===== src/rtl/cpu_pkg.sv =====
// Shared encodings for the parametrised 16-bit-ISA core: opcodes, sys sub-codes,
// ALU function/condition fields and FSM state constants.
package cpu_pkg;

   typedef enum logic [1:0] {
      OP_SYS = 2'b00,
      OP_SET = 2'b01,
      OP_MEM = 2'b10,
      OP_ALU = 2'b11
   } opcode_t;

   localparam logic [2:0] SYS_HALT = 3'd0;
   localparam logic [2:0] SYS_SETZ = 3'd1;
   localparam logic [2:0] SYS_CLRZ = 3'd2;
   localparam logic [2:0] SYS_SETC = 3'd3;
   localparam logic [2:0] SYS_CLRC = 3'd4;

   typedef enum logic [2:0] {
      FN_ADD  = 3'd0,
      FN_SUB  = 3'd1,
      FN_AND  = 3'd2,
      FN_OR   = 3'd3,
      FN_XOR  = 3'd4,
      FN_SHL1 = 3'd5,
      FN_SHR1 = 3'd6,
      FN_MOV  = 3'd7
   } alu_fn_t;

   typedef enum logic [1:0] {
      COND_ALWAYS = 2'b00,
      COND_Z      = 2'b01,
      COND_C      = 2'b10,
      COND_NZ     = 2'b11
   } alu_cond_t;

   typedef logic [1:0] state_t;

   localparam state_t ST_RUN      = 2'd0;
   localparam state_t ST_MEM_REQ  = 2'd1;
   localparam state_t ST_MEM_WAIT = 2'd2;
   localparam state_t ST_HALTED   = 2'd3;

endpackage


===== src/rtl/cpu_alu.sv =====
// Combinational ALU: computes the DATA_W result, Z/C flags and whether the
// instruction's condition holds against the current flags.
module cpu_alu
   import cpu_pkg::*;
#(
   parameter int DATA_W = 16
) (
   input  logic [DATA_W-1:0] a,
   input  logic [DATA_W-1:0] b,
   input  alu_fn_t           fn,
   input  alu_cond_t         cond,
   input  logic              zIn,
   input  logic              cIn,
   output logic [DATA_W-1:0] result,
   output logic              zOut,
   output logic              cOut,
   output logic              condMet
);

   logic [DATA_W:0] wide;

   always_comb begin
      wide   = '0;
      result = '0;
      cOut   = 1'b0;
      unique case (fn)
         FN_ADD: begin
            wide   = {1'b0, a} + {1'b0, b};
            result = wide[DATA_W-1:0];
            cOut   = wide[DATA_W];
         end
         // Borrow shows up as the extra MSB of the widened difference.
         FN_SUB: begin
            wide   = {1'b0, a} - {1'b0, b};
            result = wide[DATA_W-1:0];
            cOut   = wide[DATA_W];
         end
         FN_AND:  result = a & b;
         FN_OR:   result = a | b;
         FN_XOR:  result = a ^ b;
         FN_SHL1: begin
            result = {a[DATA_W-2:0], 1'b0};
            cOut   = a[DATA_W-1];
         end
         FN_SHR1: begin
            result = {1'b0, a[DATA_W-1:1]};
            cOut   = a[0];
         end
         FN_MOV:  result = a;
      endcase
      zOut = (result == '0);
   end

   always_comb begin
      condMet = 1'b1;
      unique case (cond)
         COND_ALWAYS: condMet = 1'b1;
         COND_Z:      condMet = zIn;
         COND_C:      condMet = cIn;
         COND_NZ:     condMet = !zIn;
      endcase
   end

endmodule


===== src/rtl/cpu_core.sv =====
// Multi-cycle core executing the 16-bit sys/set/mem/alu ISA over a DATA_W datapath,
// with a req/gnt/rvalid RAM port, resume-from-halt and a retired-instruction counter.
//  state       | meaning
//  ST_RUN      | decode romData and execute non-memory instructions in one cycle
//  ST_MEM_REQ  | RAM request outstanding, outputs held until memGnt
//  ST_MEM_WAIT | load granted, waiting for memRvalid
//  ST_HALTED   | stopped on the halt instruction until resume
module cpu_core
   import cpu_pkg::*;
#(
   parameter int DATA_W   = 16,
   parameter int NUM_REGS = 8,
   parameter int ADDR_W   = 16
) (
   input  logic              clk,
   input  logic              rst,
   input  logic [15:0]       romData,
   output logic [ADDR_W-1:0] programCounter,
   output logic              memReq,
   output logic              memWe,
   output logic [ADDR_W-1:0] memAddr,
   output logic [DATA_W-1:0] memWdata,
   input  logic              memGnt,
   input  logic              memRvalid,
   input  logic [DATA_W-1:0] memRdata,
   input  logic              resume,
   output logic              halted,
   output logic              zeroFlag,
   output logic              carryFlag,
   output logic [31:0]       retired
);

   localparam int         PC_IDX = NUM_REGS - 1;
   localparam logic [2:0] PC_SEL = 3'(NUM_REGS - 1);

   logic [DATA_W-1:0] regs [NUM_REGS];
   state_t            state;
   state_t            nextState;
   logic [2:0]        memDst;
   logic              zFlag;
   logic              cFlag;
   logic [31:0]       retiredCnt;

   opcode_t           opcode;
   logic [2:0]        dstSel;
   logic [2:0]        aSel;
   logic [2:0]        bSel;
   logic [DATA_W-1:0] aVal;
   logic [DATA_W-1:0] bVal;
   logic [DATA_W-1:0] dstVal;

   logic [DATA_W-1:0] aluResult;
   logic              aluZ;
   logic              aluC;
   logic              condMet;

   logic              wrEn;
   logic [2:0]        wrIdx;
   logic [DATA_W-1:0] wrData;
   logic              advance;
   logic              retire;

   logic [ADDR_W-1:0] pcLow;
   logic [ADDR_W-1:0] pcInc;
   logic [ADDR_W-1:0] issueAddr;

   assign opcode = opcode_t'(romData[15:14]);
   assign dstSel = romData[13:11];
   assign aSel   = romData[10:8];
   assign bSel   = romData[7:5];

   // Register fields beyond NUM_REGS read as zero.
   always_comb begin
      aVal   = '0;
      bVal   = '0;
      dstVal = '0;
      if (int'(aSel) < NUM_REGS)   aVal   = regs[aSel];
      if (int'(bSel) < NUM_REGS)   bVal   = regs[bSel];
      if (int'(dstSel) < NUM_REGS) dstVal = regs[dstSel];
   end

   assign pcLow     = regs[PC_IDX][ADDR_W-1:0];
   assign pcInc     = pcLow + ADDR_W'(1);
   assign issueAddr = aVal[ADDR_W-1:0] + ADDR_W'(romData[6:0]);

   cpu_alu #(.DATA_W(DATA_W)) uAlu (
      .a       (aVal),
      .b       (bVal),
      .fn      (alu_fn_t'(romData[2:0])),
      .cond    (alu_cond_t'(romData[4:3])),
      .zIn     (zFlag),
      .cIn     (cFlag),
      .result  (aluResult),
      .zOut    (aluZ),
      .cOut    (aluC),
      .condMet (condMet)
   );

   always_comb begin
      nextState = state;
      wrEn      = 1'b0;
      wrIdx     = dstSel;
      wrData    = aluResult;
      advance   = 1'b0;
      retire    = 1'b0;
      unique case (state)
         ST_RUN: begin
            unique case (opcode)
               OP_SYS: begin
                  if (romData[2:0] == SYS_HALT) begin
                     nextState = ST_HALTED;
                  end else begin
                     advance = 1'b1;
                     retire  = 1'b1;
                  end
               end
               OP_SET: begin
                  wrEn    = 1'b1;
                  wrData  = DATA_W'(romData[10:0]);
                  advance = 1'b1;
                  retire  = 1'b1;
               end
               OP_ALU: begin
                  wrEn    = condMet;
                  advance = 1'b1;
                  retire  = 1'b1;
               end
               OP_MEM: nextState = ST_MEM_REQ;
            endcase
         end
         ST_MEM_REQ: begin
            if (memGnt) begin
               if (memWe) begin
                  nextState = ST_RUN;
                  advance   = 1'b1;
                  retire    = 1'b1;
               end else begin
                  nextState = ST_MEM_WAIT;
               end
            end
         end
         ST_MEM_WAIT: begin
            if (memRvalid) begin
               nextState = ST_RUN;
               wrEn      = 1'b1;
               wrIdx     = memDst;
               wrData    = memRdata;
               advance   = 1'b1;
               retire    = 1'b1;
            end
         end
         ST_HALTED: begin
            if (resume) begin
               nextState = ST_RUN;
               advance   = 1'b1;
            end
         end
      endcase
   end

   // A write that targets the PC is a jump and suppresses the increment.
   always_ff @(posedge clk) begin
      if (!rst) begin
         for (int i = 0; i < NUM_REGS; i++) regs[i] <= '0;
      end else begin
         if (wrEn && int'(wrIdx) < NUM_REGS) regs[wrIdx] <= wrData;
         if (advance && !(wrEn && wrIdx == PC_SEL)) regs[PC_IDX] <= DATA_W'(pcInc);
      end
   end

   always_ff @(posedge clk) begin
      if (!rst) begin
         state      <= ST_RUN;
         retiredCnt <= '0;
      end else begin
         state <= nextState;
         if (retire) retiredCnt <= retiredCnt + 32'd1;
      end
   end

   always_ff @(posedge clk) begin
      if (!rst) begin
         zFlag <= 1'b0;
         cFlag <= 1'b0;
      end else if (state == ST_RUN) begin
         if (opcode == OP_SYS) begin
            case (romData[2:0])
               SYS_SETZ: zFlag <= 1'b1;
               SYS_CLRZ: zFlag <= 1'b0;
               SYS_SETC: cFlag <= 1'b1;
               SYS_CLRC: cFlag <= 1'b0;
               default: ;
            endcase
         end else if (opcode == OP_ALU && condMet) begin
            zFlag <= aluZ;
            cFlag <= aluC;
         end
      end
   end

   // Request fields are captured at issue so they stay stable until granted.
   always_ff @(posedge clk) begin
      if (!rst) begin
         memReq   <= 1'b0;
         memWe    <= 1'b0;
         memAddr  <= '0;
         memWdata <= '0;
         memDst   <= '0;
      end else if (state == ST_RUN && opcode == OP_MEM) begin
         memReq   <= 1'b1;
         memWe    <= romData[7];
         memAddr  <= issueAddr;
         memWdata <= dstVal;
         memDst   <= dstSel;
      end else if (state == ST_MEM_REQ && memGnt) begin
         memReq <= 1'b0;
      end
   end

   assign programCounter = pcLow;
   assign halted         = (state == ST_HALTED);
   assign zeroFlag       = zFlag;
   assign carryFlag      = cFlag;
   assign retired        = retiredCnt;

endmodule


===== config.mk =====
export PLATFORM = sky130hd
export DESIGN_NAME = cpu_core
export DESIGN_NICKNAME = d
export VERILOG_FILES = /design/src/rtl/cpu_pkg.sv /design/src/rtl/cpu_alu.sv /design/src/rtl/cpu_core.sv
export SDC_FILE = /design/constraint.sdc
export NUM_CORES = 1
export LEC_CHECK = 0
export CAP_MARGIN = 20
export CORE_ASPECT_RATIO = 1.2
export CORE_MARGIN = 1.5
export CORE_UTILIZATION = 25
export CTS_CLUSTER_DIAMETER = 200
export DETAILED_ROUTE_END_ITERATION = 7
export SLEW_MARGIN = 15
export SYNTH_ARGS = -nofsm -noshare
export SYNTH_HDL_FRONTEND = slang
export SYNTH_SLANG_ARGS = --single-unit

===== constraint.sdc =====
create_clock -name clk -period 10.4 [get_ports clk]
set_clock_uncertainty 0.05 [all_clocks]
set_input_delay 1.04 -clock clk [delete_from_list [all_inputs] [get_ports clk]]
set_output_delay 1.04 -clock clk [all_outputs]
set_load 0.005 [all_outputs]

==> metrics.yaml <==
firstDrtPassIters: 5
drv_slew: 0
async_flop_share_pct: 0
cts_sinks: 201
grt_pass1_vias: 12100
num_vias: 12000
place_ws_ns: 4.01
cts_buffers: 21
totalPowerFinal_mw: 2.46
r2r_end: "regs[4][12]$_SDFFCE_PN0P_"
start_kind: "primary input"
p_clk_share_pct: 29.7
relSlewSlack_pct: 27.7
p_leak_nw: 6.37
clk_latency_ns: 0.53
worst_slack_ns: 4.56
clkSlewWorstSetupHoldPaths_ns: 0.07
utilization_pct: 29.7
min_path_type: "reg -> reg"
synth_edf_count: 128
synth.distinct_cells: 86
critPathSlowestCell: "a2111oi_1"
combPwrFrac_pct: 31.3
critical-path-top-delay-family: "compound AO/OA/AOI/OAI gates"
die-area_um2: 59100
grtUsageTotal_pct: 17.2
drtIter0Drc: 1024
max_freq_ghz: 0.171
maxCapViolCount: 0
htreeDepth: 1
hold_start: "memAddr[15]$_SDFFE_PN0P_"
die_w_um: 222
grt_max_degree: 84
finalSetupTns_ns: 0
dp_cells: 2193
synthCells: 1406
core_area_um2: 57100
crit_chain: "buf_2, buf_4, mux4_2, mux2i_1, ha_1, nor3_1, a221o_1, o2111ai_1, a2111oi_1, o21ai_0, and4b_1, a311oi_1, a2bb2oi_2, o22ai_1"
met3_length_um: 3010
fillCellCount: 5790
yosys_warnings: 0
fp.dieH_um: 266
regToRegSetupSlack_ns: 5.31
reg2reg_from: "regs[7][0]$_DFFE_PP_"
min_period_ns: 5.84
clock_path_buffers: 3
final_area_um2: 16900
syn2layout_area_growth_pct: 17.5
p_switching_mw: 0.855
avgViaCountPerCell: 5.36
fin_nets: 1579
globalRouteOverflowTotal: 0
io_pins: 122
dpl.hpwl_um: 38300
clock-root-buffer: "clkbuf_16"
grt_pass1_wl_um: 76800
initial_core_util_pct: 25.3
numPortBuffers: 121
dpl_cell_area_um2: 16300
finalHoldViolations: 0
final-instance-count-excl-fill: 2231
hold_ws_ns: 0.419
synth_area_per_cell_um2: 10.3
ir_worst_vdd_v: 0.0000929
synth_nets: 1503
worstHoldPathCells: 2
synth-seq-area-share_pct: 36.8
ant_nets: 0
crit_path_max_fanout: 18
hold_end: "memAddr[15]$_SDFFE_PN0P_"
reg2reg_depth: 14
cts_tree: "built"
finalCritPeriodShare_pct: 56.1
rows: 96
netlist_area_um2: 14400
antenna_found_initial: 0
path_buf_inv: 2
drive_gt1_share_pct: 13.6
power_density_nw_per_um2: 145
wl_met1_um: 19000
slowest_delay_ns: 0.58
num_antenna_cells: 0
wl_per_cell_um: 23.1
drt_wl_total_um: 51500
cts_setup_buffers: 0
drc: 0
setup_viol: 0
top_layer: "met4"
sw_frac_of_total_pct: 34.7
wl_met2_um: 26400
tightestPinTransition_ns: 1.08
power_frac_seq_pct: 39.0
path_class: "in -> reg"
routabilityCongestion: 0.943
cts_resized: 0
hold_buffers: 0
cp.required_ns: 10.58
worstPathArrival_ns: 6.02
ys_ff_latch: 201
ys.flop_type: "edfxtp_1"
p_int_mw: 1.61
rsz0062_at_grt: "no"
outcome: "completed"
critPathCaptureType: "flip-flop"
## worst min-delay path, cell delays in order, from the launching register on
cell	delay, ns
dfxtp_1	0.31
nand2_1	0.05
a21boi_0	0.06
## cell type report
class,count,area (um^2),area share (%)
flip-flops and latches,201,5310,31.3
well taps,735,920,5.43
inverters,64,240,1.42
multi-input cells,1046,8460,50.0
clock buffers,22,529,3.12
repair buffers,148,1370,8.09
clock inverters,15,113,0.665
## metal layers
metal	GRT usage (%)	vias to the layer above
met4	9.98	0
met5	0	-
met3	2.07	134
li1	-	5387
met2	31.1	492
met1	19.3	5951
## worst max-delay path by stage
stage | end | cells past startpoint | slack (ns) | from
floorplan | regs[7][15]$_DFFE_PP_ | 14 | 5.07 | romData[5]
global placement | regs[7][15]$_DFFE_PP_ | 14 | 4.11 | romData[5]
detailed placement | regs[7][15]$_DFFE_PP_ | 14 | 4.01 | romData[5]
CTS | regs[7][15]$_DFFE_PP_ | 14 | 4.53 | romData[5]
global route | regs[7][15]$_DFFE_PP_ | 14 | 4.15 | romData[5]
finish | regs[7][15]$_DFFE_PP_ | 14 | 4.56 | romData[5]
## cells in the mapped netlist, types with 5 or more instances
master,n,share of area [%]
mux4_2,94,15
xnor2_1,51,3.1
edfxtp_1,128,27
buf_2,12,0.42
dfxtp_1,73,10
a22o_1,7,0.43
nor3_1,24,0.83
a21boi_0,18,0.94
o22ai_1,26,1.1
a221oi_2,5,0.52
and2_1,38,1.6
mux2_2,9,0.70
xor2_1,13,0.79
a21o_1,9,0.47
or2_2,5,0.22
a31oi_1,6,0.26
nand2_1,136,3.5
mux2i_1,47,3.3
o32ai_1,6,0.36
nor2_1,173,4.5
nand3b_1,5,0.26
o21ai_0,54,1.9
nor4_1,8,0.35
nand2b_1,10,0.43
o21bai_1,6,0.31
nand4_1,12,0.52
o21ai_1,5,0.17
nor2b_1,10,0.43
buf_1,18,0.47
clkbuf_1,60,1.6
ha_1,57,4.9
inv_1,58,1.5
nand3_1,24,0.83
a21oi_1,47,1.6
a211oi_1,18,0.94
o31ai_1,7,0.36
and3_1,14,0.61
o211a_1,19,1.3
## layout by cell type, fill, tap and decap left out, types with 12 or more instances in the layout
cell               n
xnor2_1           51
a21oi_1           47
clkdlybuf4s50_1  113
clkbuf_16         21
nor2_1           173
a21boi_0          18
nand3_1           24
ha_1              57
o22ai_1           26
xor2_1            13
nor3_1            24
and3_1            14
edfxtp_1         128
nand2_1          136
mux2i_1           47
o21ai_0           54
o211a_1           19
and2_1            38
mux4_2            94
buf_4             26
dfxtp_1           73
a211oi_1          18
inv_1             58
nand4_1           12
## cell families (layout without fill, tap and decap cells)
group                      Yosys count  in the layout  synth area share (%)
muxes                              159            159                  19.9
AOI/OAI and AO/OA                  288            288                  14.4
adders and majority gates           60             60                  5.36
and+or+nand+nor                    475            475                  15.1
xor gates and xnor gates            64             64                  3.89
DFF                                201            201                  36.8
buffers and inverters              159            249                  4.54
## state kept, by name (all words and copies together) (netlist names)
name	count
memWe	1
zeroFlag	1
state	2
carryFlag	1
memReq	1
memDst	3
retired	32
memAddr	16
memWdata	16
regs	128
## power by group through the flow
stage	sequential (mW)	combinational, mW	clock, mW
2_1_floorplan	0.951	0.505	0
3_3_place_gp	0.972	0.759	0
3_5_place_dp	0.975	0.764	0
4_1_cts	0.958	0.768	0.749
5_1_grt	0.966	0.831	0.780
6_report	0.958	0.770	0.731
Power figures use the tool's default switching activity.
